[src/rtl/counter_sched_pkg.sv]
// Shared types, defaults and round-robin helper for the counter scheduler.
package counter_sched_pkg;

  localparam int unsigned DEF_NUM_REQ = 4;
  localparam int unsigned DEF_CNT_W   = 4;

  typedef enum logic [1:0] {
    IDLE,
    LOAD,
    COUNT,
    DONE
  } state_t;

  // Next winner after ptr, searching ptr+1, ptr+2, ... mod n; returns ptr if no request.
  // Descending scan with overwrite leaves the nearest requester without a break.
  function automatic int unsigned rr_next(input logic [7:0] req,
                                          input int unsigned ptr,
                                          input int unsigned n);
    logic [7:0]  sh;
    int unsigned idx;
    rr_next = ptr;
    for (int unsigned k = n; k >= 1; k--) begin
      idx = (ptr + k) % n;
      sh  = req >> idx;
      if (sh[0]) rr_next = idx;
    end
  endfunction

endpackage

[src/rtl/counter_scheduler_rr_arbiter.sv]
// Combinational round-robin select: one-hot winner and its index, searching from ptr+1.
module rr_arbiter
  import counter_sched_pkg::*;
#(
  parameter int unsigned NUM_REQ = DEF_NUM_REQ,
  parameter int unsigned IDX_W   = $clog2(NUM_REQ)
) (
  input  logic [NUM_REQ-1:0] req,
  input  logic [IDX_W-1:0]   ptr,
  output logic [NUM_REQ-1:0] winner,
  output logic [IDX_W-1:0]   idx
);

  always_comb begin
    idx    = IDX_W'(rr_next(8'(req), 32'(ptr), NUM_REQ));
    winner = '0;
    if (|req) winner = NUM_REQ'(1) << idx;
  end

endmodule

[src/rtl/counter_scheduler.sv]
// Shares one up-counting timer among NUM_REQ requesters with round-robin ownership,
// latched interval length, abort, and a one-cycle completion pulse to the owner.
module counter_scheduler
  import counter_sched_pkg::*;
#(
  parameter int unsigned NUM_REQ = DEF_NUM_REQ,
  parameter int unsigned CNT_W   = DEF_CNT_W
) (
  input  logic                     clk,
  input  logic                     reset,
  input  logic [NUM_REQ-1:0]       req,
  input  logic [NUM_REQ*CNT_W-1:0] len,
  input  logic                     abort,
  output logic [NUM_REQ-1:0]       grant,
  output logic                     busy,
  output logic [CNT_W-1:0]         cnt_out,
  output logic [NUM_REQ-1:0]       done
);

  localparam int unsigned IDX_W = $clog2(NUM_REQ);

  state_t             state, state_nx;
  logic [IDX_W-1:0]   ptr, ptr_nx;
  logic [IDX_W-1:0]   win_q, win_nx;
  logic [CNT_W-1:0]   len_q, len_q_nx;
  logic [CNT_W-1:0]   cnt, cnt_nx;
  logic [NUM_REQ-1:0] grant_nx, done_nx;
  logic [NUM_REQ-1:0] arb_onehot;
  logic [IDX_W-1:0]   arb_idx;
  logic [CNT_W-1:0]   len_sel;

  rr_arbiter #(
    .NUM_REQ (NUM_REQ),
    .IDX_W   (IDX_W)
  ) u_arb (
    .req    (req),
    .ptr    (ptr),
    .winner (arb_onehot),
    .idx    (arb_idx)
  );

  always_comb begin
    len_sel = '0;
    for (int unsigned i = 0; i < NUM_REQ; i++) begin
      if (arb_idx == IDX_W'(i)) len_sel = len[i*CNT_W +: CNT_W];
    end
  end

  always_ff @(posedge clk or negedge reset) begin
    if (!reset) begin
      state <= IDLE;
      ptr   <= IDX_W'(NUM_REQ - 1);
      win_q <= '0;
      len_q <= '0;
      cnt   <= '0;
      grant <= '0;
      done  <= '0;
    end else begin
      state <= state_nx;
      ptr   <= ptr_nx;
      win_q <= win_nx;
      len_q <= len_q_nx;
      cnt   <= cnt_nx;
      grant <= grant_nx;
      done  <= done_nx;
    end
  end

  always_comb begin
    state_nx = state;
    ptr_nx   = ptr;
    win_nx   = win_q;
    len_q_nx = len_q;
    cnt_nx   = cnt;
    grant_nx = grant;
    done_nx  = '0;
    unique case (state)
      IDLE: begin
        if (|req) begin
          state_nx = LOAD;
          grant_nx = arb_onehot;
          win_nx   = arb_idx;
          len_q_nx = len_sel;
        end
      end
      LOAD: begin
        if (abort) begin
          state_nx = IDLE;
          grant_nx = '0;
          ptr_nx   = win_q;
        end else begin
          state_nx = COUNT;
          cnt_nx   = '0;
        end
      end
      COUNT: begin
        // abort wins over terminal count so an aborted interval never pulses done
        if (abort) begin
          state_nx = IDLE;
          grant_nx = '0;
          ptr_nx   = win_q;
        end else if (cnt == len_q) begin
          state_nx = DONE;
          done_nx  = grant;
        end else begin
          cnt_nx = cnt + 1'b1;
        end
      end
      DONE: begin
        state_nx = IDLE;
        grant_nx = '0;
        ptr_nx   = win_q;
      end
      default: state_nx = IDLE;
    endcase
  end

  assign busy    = (state != IDLE);
  assign cnt_out = cnt;

endmodule

[config.mk]
export PLATFORM = sky130hd
export DESIGN_NAME = counter_scheduler
export DESIGN_NICKNAME = d
export VERILOG_FILES = /design/src/rtl/counter_sched_pkg.sv /design/src/rtl/counter_scheduler_rr_arbiter.sv /design/src/rtl/counter_scheduler.sv
export SDC_FILE = /design/constraint.sdc
export NUM_CORES = 1
export LEC_CHECK = 0
export ABC_AREA = 1
export BUFFER_PORTS_ARGS = -buffer_cell sky130_fd_sc_hd__clkbuf_2
export CAP_MARGIN = 20
export CORE_MARGIN = 2
export CORE_UTILIZATION = 46
export DETAILED_ROUTE_END_ITERATION = 8
export PLACE_DENSITY = 0.72
export SYNTH_ARGS = -nofsm -noshare
export SYNTH_HDL_FRONTEND = slang
export SYNTH_SLANG_ARGS = --single-unit
[constraint.sdc]
create_clock -name clk -period 2.5 [get_ports clk]
set_clock_uncertainty 0.15 [all_clocks]
set_input_delay 0 -clock clk [delete_from_list [all_inputs] [get_ports clk]]
set_output_delay 0 -clock clk [all_outputs]
set_load 0.02 [all_outputs]
==> impl_results.md <==
* Max_slew headroom at 65.2%
* Area occupied by multi-input gates at 732 um2
* Seq/Total Area, Yosys at 38.7%
* Largest net degree at the start of global routing at 23
* Htree depth at 1
* Clock power frac at 8.7%
* Die Wd at 59.7 um
* Crit path kind: flop to flop
* Synth area leaders: dfrtp_1, nand2_1, inv_1, nand2_2, ha_1
* Antenna violation net count after detailed routing at 0
* Final WS setup at 0.375 ns
* # rows at 20
* Area leader, netlist: dfrtp_1
* Synth Instances at 182
* Combinational Power Share at 64.7%
* Power per cell area at 1210 mW/mm2
* Vias in the first global route at 1238
* R2r setup slk at 0.38 ns
* Reg-to-Reg Start: state[0]
* Maximum root-to-sink buffer count at 2
* Crit end category: flop
* Gp weighted congestion at 0.803
* Overall routing resource usage at 18.7%
* Pre-antenna DRT Iters at 4
* Startpoint types: flop
* Sum Neg Setup Slack at 0 ns
* Placed Cells at 248
* Drt total wl at 3090 um
* Final Slew Violations at 0
* Worst min path class: input port to asynchronous set/reset pin
* Reg2reg path depth at 8
* Die height at 59.7 um
* PortBufs at 35
* Synthesized Nets at 210
* Crit-path max FO at 5
* Die area at 0.00357 mm2
* Antenna diode count at 0
* CTS Sinks at 22
* Status: finished, final reports clean
* CP required at 2.55 ns
* P_leak at 0.992 nW
* Final period utilization at 85.0%
* Switch share at 51.7%
* Resized Gates After CTS at 0
* TritonCTS clock tree: built
* Placed Area at 0.00162 mm2
* HPWL after DPL at 2350 um
* RSZ-0062 raised after global routing: false
* Filler cell count at 280
* DRC errors left at 0
* Area of the core at 0.00300 mm2
* Fin. Hold Viols at 0
* Fin cells at 271
* Share of post-route cells with drive strength above 1 at 27.3%
* Total congestion overflow at 0
* Layout Nets at 267
* Synth cell types at 27
* Area added between synthesis and finish at 29.4%
* Design area at 0.00185 mm2
* Synthesized area at 0.00143 mm2
* Max Freq at 0.471 GHz
* Final period demand of the worst path at 2.12 ns
* Final setup violation count at 0
* First-pass GRT wire length at 5130 um
* Seq pwr share at 26.7%
* Worst Tran Pin Value at 0.522 ns
* DR WL/cell at 11.4 um
* Syn_area_per_cell at 7.84 um2
* Vias at 1327
* FF+latch count, synth at 22
* Register area at 553 um2
* Post-synth top area share at 35.1%
* Total of max-cap violations at 0
* Yosys Warn Count at 0
* Initial drt markers at 48
* Reg2reg end: state[1]
* Clock Latency Late Sink at 0.31 ns
* Critical path arrival at 2.18 ns
* Starting Density at 47.5%
* Clk root buf: clkbuf_4
* Pint at 1.08 mW
* Initial antenna violation count at 0
* Pre-CTS WS at 0.519 ns
* Number of vias per cell at 4.90
* Worst-path clk slew at 0.12 ns
* Num ports at 36
* Switch Pwr at 1.16 mW
* Peak supply drop at 0.690 mV
* CTS buffer count at 3
## cell usage in the layout (no fill, tap or decap), types with 4 or more instances in the layout
cell	instances
o22ai_1	4
o21ai_0	5
nand2_2	13
clkbuf_2	35
ha_1	5
dfrtp_1	20
nand2_1	50
inv_1	26
nand3_1	9
o21ai_1	6
nand2_4	4
dlygate4sd3_1	19
nor2_1	4
nor3_1	4
xnor2_1	5
nand4_1	6
## through the flow
step	total power, mW	utilization (%)	hold WS [ns]
after detailed placement	2.03	54.0	-0.149
after global placement	2.01	54.0	-0.149
after CTS	2.26	61.5	0.0269
after floorplan	1.78	-	-0.446
after global routing	2.48	61.5	0.0688
final	2.24	61.5	0.0364
## final cells by class
class	instances	share of cell area (%)
Multi-Input combinational cell	128	39.6
Clock buffer	4	1.96
Tap cell	33	2.23
Inverter	30	6.50
Sequential cell	22	29.9
Timing Repair Buffer	54	19.8
## sequential cells by signal (all words and copies together) (netlist names)
name	count
grant	4
cnt_out	4
state	2
done	4
len_q	4
ptr	2
win_q	2
## layer usage
metal / up-vias / routed length (um) / global-route usage, %
met5: - / 0 / 0
met4: 0 / 42 / 5.71
met3: 4 / 102 / 1.95
met2: 35 / 1480 / 33.4
met1: 590 / 1460 / 23.5
li1: 698 / - / -
## Yosys cell counts
library cell  instances
nand4_1               6
nand2_4               4
o21bai_1              1
nand2_2              13
xnor2_1               5
nor3_1                4
ha_1                  5
o21ai_1               6
inv_8                 1
xor2_1                1
o31ai_1               2
inv_1                26
nand2_1              50
o21ai_2               1
a22oi_1               1
buf_6                 2
nand3_4               2
nor2_1                4
a32o_1                1
o21ai_0               5
dfrtp_1              20
a21oi_1               3
o22ai_1               4
nor4_1                1
inv_2                 3
nand3_1               9
dfstp_2               2
## cell families after synthesis
group / count (synthesis) / share of synthesized area [%]
AOI/OAI and AO/OA: 24 / 10.1
xor gates and xnor gates: 6 / 3.68
adders and majority gates: 5 / 4.38
buffers and inverters: 32 / 9.99
DFF: 22 / 38.7
and+or+nand+nor: 93 / 33.1
## power by group through the flow
stage	logic, mW	registers, mW	clock network, mW
floorplan	1.20	0.580	0
global placement	1.41	0.600	0
detailed placement	1.42	0.604	0
CTS	1.46	0.598	0.201
global route	1.65	0.616	0.216
finish	1.45	0.597	0.195
## worst max-delay path by stage
stage	cells past startpoint	start	to	slack, ns
floorplan	15	ptr[0]	len_q[0]	0.72
global placement	13	ptr[0]	len_q[2]	0.53
detailed placement	13	ptr[0]	len_q[3]	0.52
CTS	8	state[0]	state[1]	0.37
global route	9	state[0]	state[1]	0.16
finish	8	state[0]	state[1]	0.38
## critical path: stages, from the launching register on
cell and delay [ns]:
dfrtp_1 0.40, inv_1 0.13, ha_1 0.17, inv_1 0.09, nor2_1 0.21, nand2_1 0.12, nand2_1 0.12, o21ai_0 0.08
dlygate4sd3_1 0.56
## what timing repair did
item,4_1_cts,5_1_grt
buffers inserted,0,0
hold endpoints to repair,38,0
hold buffers,19,0
No activity file was read; power rests on OpenSTA's default activity.
